--- config.mk ---
export PLATFORM = sky130hd
export DESIGN_NAME = mul_share_arbiter
export DESIGN_NICKNAME = d
export VERILOG_FILES = /design/src/rtl/mul_share_arbiter.sv
export SDC_FILE = /design/constraint.sdc
export NUM_CORES = 2
export LEC_CHECK = 0
export CAP_MARGIN = 20
export CORE_ASPECT_RATIO = 1.5
export CORE_MARGIN = 1
export CORE_UTILIZATION = 55
export DETAILED_ROUTE_END_ITERATION = 6
export GPL_TIMING_DRIVEN = 0
export PLACE_DENSITY = 0.75
export RECOVER_POWER = 25
export SLEW_MARGIN = 20
export SYNTH_ARGS = -nofsm -noshare
export SYNTH_HDL_FRONTEND = slang
export SYNTH_SLANG_ARGS = --single-unit
--- constraint.sdc ---
create_clock -name clock_i -period 10.19 [get_ports clock_i]
set_input_delay 1.5285 -clock clock_i [delete_from_list [all_inputs] [get_ports clock_i]]
set_output_delay 1.5285 -clock clock_i [all_outputs]
set_load 0.02 [all_outputs]
--- src/rtl/mul_share_arbiter.sv ---
// mul_share_arbiter: round-robin sharing of one pipelined signed Q-format multiplier
// among NUM_REQ requesters; results return with a one-hot tag after PIPE_STAGES cycles.
module mul_share_arbiter #(
   parameter int NUM_REQ     = 4,
   parameter int DATA_WIDTH  = 32,
   parameter int FRAC_BITS   = 10,
   parameter int PIPE_STAGES = 2
) (
   input  logic                          clock_i,
   input  logic                          reset_n_i,
   input  logic                          enable_i,
   input  logic [NUM_REQ-1:0]            req_valid_i,
   output logic [NUM_REQ-1:0]            req_ready_o,
   input  logic [NUM_REQ*DATA_WIDTH-1:0] req_a_i,
   input  logic [NUM_REQ*DATA_WIDTH-1:0] req_b_i,
   output logic [NUM_REQ-1:0]            resp_valid_o,
   output logic [DATA_WIDTH-1:0]         resp_data_o,
   output logic                          idle_o,
   output logic [15:0]                   op_count_o
);
   localparam int IW = $clog2(NUM_REQ);
   localparam int PW = 2 * DATA_WIDTH;

   logic [IW-1:0]                ptr_q, ptr_d, gidx;
   logic [IW:0]                  sum;
   logic [NUM_REQ-1:0]           rot;
   logic                         hit, acc;
   logic signed [DATA_WIDTH-1:0] a_q, b_q, res;
   logic [15:0]                  cnt_q;
   // one-hot requester id per stage; all-zero marks an empty stage
   logic [NUM_REQ-1:0]           id_q [PIPE_STAGES];
   logic [DATA_WIDTH-1:0]        r_q [1:PIPE_STAGES-1];

   // rotate so bit k is requester (ptr + k) mod NUM_REQ; the lowest set bit wins
   always_comb begin
      rot = NUM_REQ'({req_valid_i, req_valid_i} >> ptr_q);
      hit = 1'b0;
      sum = '0;
      for (int k = NUM_REQ - 1; k >= 0; k--)
         if (rot[k]) begin
            hit = 1'b1;
            sum = {1'b0, ptr_q} + (IW+1)'(k);
         end
      gidx = (sum >= (IW+1)'(NUM_REQ)) ? IW'(sum - (IW+1)'(NUM_REQ)) : IW'(sum);
      req_ready_o = (hit && enable_i) ? (NUM_REQ'(1) << gidx) : '0;
      acc = |req_ready_o;
      ptr_d = (gidx == IW'(NUM_REQ - 1)) ? '0 : gidx + 1'b1;
   end

   assign res = DATA_WIDTH'((PW'(a_q) * PW'(b_q)) >>> FRAC_BITS);

   always_ff @(posedge clock_i or negedge reset_n_i) begin
      if (!reset_n_i) begin
         ptr_q <= '0;
         cnt_q <= '0;
         a_q   <= '0;
         b_q   <= '0;
         for (int k = 0; k < PIPE_STAGES; k++) id_q[k] <= '0;
         for (int k = 1; k < PIPE_STAGES; k++) r_q[k] <= '0;
      end else begin
         if (acc) begin
            ptr_q <= ptr_d;
            cnt_q <= cnt_q + 1'b1;
            a_q   <= req_a_i[gidx*DATA_WIDTH +: DATA_WIDTH];
            b_q   <= req_b_i[gidx*DATA_WIDTH +: DATA_WIDTH];
         end
         id_q[0] <= req_ready_o;
         for (int k = 1; k < PIPE_STAGES; k++) id_q[k] <= id_q[k-1];
         if (|id_q[0]) r_q[1] <= res;
         for (int k = 2; k < PIPE_STAGES; k++)
            if (|id_q[k-1]) r_q[k] <= r_q[k-1];
      end
   end

   always_comb begin
      idle_o = 1'b1;
      for (int k = 0; k < PIPE_STAGES; k++) idle_o = idle_o & ~|id_q[k];
   end

   assign resp_valid_o = id_q[PIPE_STAGES-1];
   assign resp_data_o  = r_q[PIPE_STAGES-1];
   assign op_count_o   = cnt_q;
endmodule

==> qor.csv <==
stage,metric,value,unit
synthesis,synth_top_flop_cell,dfrtp_1,
die,core-area,56800,sq um
critical_path,cp_slowest_cell,clkbuf_1,
route,ant_nets,0,
cells_and_area,fillerInstances,4986,
critical_path,r2r_slack,0.40,ns
cells_and_area,layout_commonest_cell,inv_1,
critical_path,path_max_fanout,11,
sta,finalSetupViolations,0,
synthesis,post-synth-top-area-fraction,44.1,%
synthesis,synth_cells,3643,
sta,rsz0062_at_grt,false,
grt,grt_pass1_vias,28897,
hold_path,hold_end,resp_valid_o[1]$_DFF_PN0_,
hold_path,hold_path_depth,0,
clock_tree,clk_pin_slew,0.07,ns
cells_and_area,stdcell_area,36400,sq um
placement,dp_hpwl,98900,um
die,start_util,55.5,%
run_status,violations,"DRC, capacitance limit, slew limit",
grt,track_usage,43.8,%
synthesis,yosysTopAreaCell,fa_1,
die,io_pins,320,
grt,grt_first_pass_wirelength,178000,um
clock_tree,insertion_delay,0.50,ns
clock_tree,clock_path_buffers,2,
critical_path,cp_data_required_time,10.54,ns
sta,max_freq,0.102,GHz
clock_tree,postCtsSetupRepairBufs,0,
placement,port_buffers,319,
sta,setup_tns,0,ns
sta,skew,0.0205,ns
sta,drv_slew,125,
cells_and_area,fin_nets,5106,
cells_and_area,layout_common_cells,"inv_1, nand2_1, fa_1",
critical_path,max_stage_delay,0.84,ns
sta,tightestPinTransition,5.15,ns
run_status,outcome,"finished, violations left",
synthesis,synthTopCellsByArea,"fa_1, and2_1, dfrtp_1",
synthesis,yosys_warnings,0,
route,wl,122000,um
route,drt-pass1-iter-count,6,
cells_and_area,drive_above_1_share,1.63,%
critical_path,crit_path_end_kind,register,
clock_tree,cts_resized,0,
critical_path,timing.rr.end,resp_data_o[31]$_DFFE_PN0N_,
critical_path,ff2ff_path_depth,25,
sta,period_share,96.0,%
critical_path,critPathTopFamily,adder cells,
sta,period_minus_slack,9.79,ns
critical_path,cp_num_buf_inv,6,
critical_path,crit_type,register to register,
clock_tree,cts_root_buffer,clkbuf_16,
hold_path,worstHoldStart,id_q[5]$_DFF_PN0_,
synthesis,avgSynthCellArea,8.65,sq um
route,wl_per_cell,25.5,um
placement,gp_congestion,1.07,
cells_and_area,area_growth,15.4,%
route,drc,4,
route,viasPerCell,5.62,
die,die-area,58300,sq um
job,max-cap-violations,2,
sta,slew_headroom,-244,%
synthesis,synthesis.nets,4762,
clock_tree,cts.htree.levels,4,
clock_tree,holdBufCountCts,0,
clock_tree,cts_tree,done,
placement,post_dp_cell_area,35700,sq um
die,die_h,295,um
die,fp.dieW,197,um
synthesis,synth_area,31500,sq um
sta,fin_hold_ws,0.411,ns
sta,hold_viol,0,
grt,grt_overflow,0,
synthesis,synth-seq-area-share,9.69,%
critical_path,startpoint_type,register,
synthesis,synthArstFlopShare,100,%
hold_path,hp-class,register to register,
synthesis,synth-edff-count,0,
grt,grt_antenna_before_repair,16,
synthesis,synth-seq-cells,122,
critical_path,cp.arrival,10.14,ns
synthesis,synth.distinct_cells,57,
die,rows,107,
clock_tree,cts_buffers,17,
critical_path,reg2reg_from,a_q[15]$_DFFE_PN0P_,
critical_path,crit_top_cell,fa_1,
route,drt_iter0_drc,2075,
clock_tree,clkSinkCount,122,
grt,grt_max_degree,93,
route,num_vias,26795,
## flip-flops by register name (all words and copies together), names as in the netlist
register      cells
a_q              32
b_q              32
id_q              4
op_count_o       16
ptr_q             2
resp_data_o      32
resp_valid_o      4
## how the worst max path moves through the flow
stage | startpoint | to | slack, ns | depth (start not counted)
floorplan | a_q[14]$_DFFE_PN0P_ | resp_data_o[30]$_DFFE_PN0N_ | 3.05 | 25
global placement | a_q[15]$_DFFE_PN0P_ | resp_data_o[31]$_DFFE_PN0N_ | 0.73 | 23
detailed placement | a_q[15]$_DFFE_PN0P_ | resp_data_o[31]$_DFFE_PN0N_ | 0.69 | 23
CTS | a_q[14]$_DFFE_PN0P_ | resp_data_o[31]$_DFFE_PN0N_ | 0.66 | 25
global route | a_q[15]$_DFFE_PN0P_ | resp_data_o[31]$_DFFE_PN0N_ | 0.26 | 25
finish | a_q[15]$_DFFE_PN0P_ | resp_data_o[31]$_DFFE_PN0N_ | 0.40 | 25
## logic make-up after synthesis
group,count (synthesis),synth area share [%]
compound gates,259,4.91
xor+xnor,95,2.64
fa+ha+maj,856,50.5
buf+inv,958,11.5
flops,122,9.69
mux,4,0.147
simple gates,1349,20.7
## per-stage QoR
step                setup slack, ns  std cells  utilization [%]
floorplan                      3.05       3643                -
global placement              0.731       4725             62.8
detailed placement            0.695       4730             63.0
CTS                           0.656       4761             64.1
global route                  0.255       4765             64.0
finish                        0.405       4772             64.1
## routing by layer
metal / part of all wire [%] / vias to the layer above / GRT usage (%)
li1: - / 11310 / -
met1: 32 / 13393 / 46.4
met2: 48 / 1539 / 72.0
met3: 9.0 / 549 / 11.3
met4: 11 / 4 / 38.9
met5: 0.018 / - / 0
## area by class of cell
cell class | instances | area, sq um | share of cell area [%]
multi-input combinational | 2563 | 24900 | 68.4
sequential | 122 | 3050 | 8.39
timing repair buffer | 325 | 3230 | 8.87
clock buffer | 17 | 425 | 1.17
inverter | 742 | 2790 | 7.66
buffer | 216 | 831 | 2.28
clock inverter | 14 | 190 | 0.523
antenna | 10 | 25.0 | 0.0688
tap | 763 | 955 | 2.63
## cells in the mapped netlist, types with 2 or more instances
cell and count:
xnor2_1 74, o21ai_1 4, nand3_1 73, o21ai_2 2
nor3_1 3, ha_1 162, mux2i_1 2, fa_1 694
dfrtp_1 122, o21ai_0 164, inv_1 742, o21bai_1 4
buf_1 5, xor2_1 21, nand2_1 725, and3_1 4
nor2_1 13, a21oi_1 31, nand4_1 10, nor2b_1 7
a211oi_2 3, a31oi_1 5, nor4_1 2, clkbuf_1 207
and2_1 496, o21a_1 5, o41a_1 2, a21o_1 13
and4_1 3, buf_4 4, nand2b_1 10, a211oi_1 2
o31ai_1 5
Power is left out: the tool's default activity adds up to more than one toggle a clock period on the data nets, which glitch-free logic cannot reach.
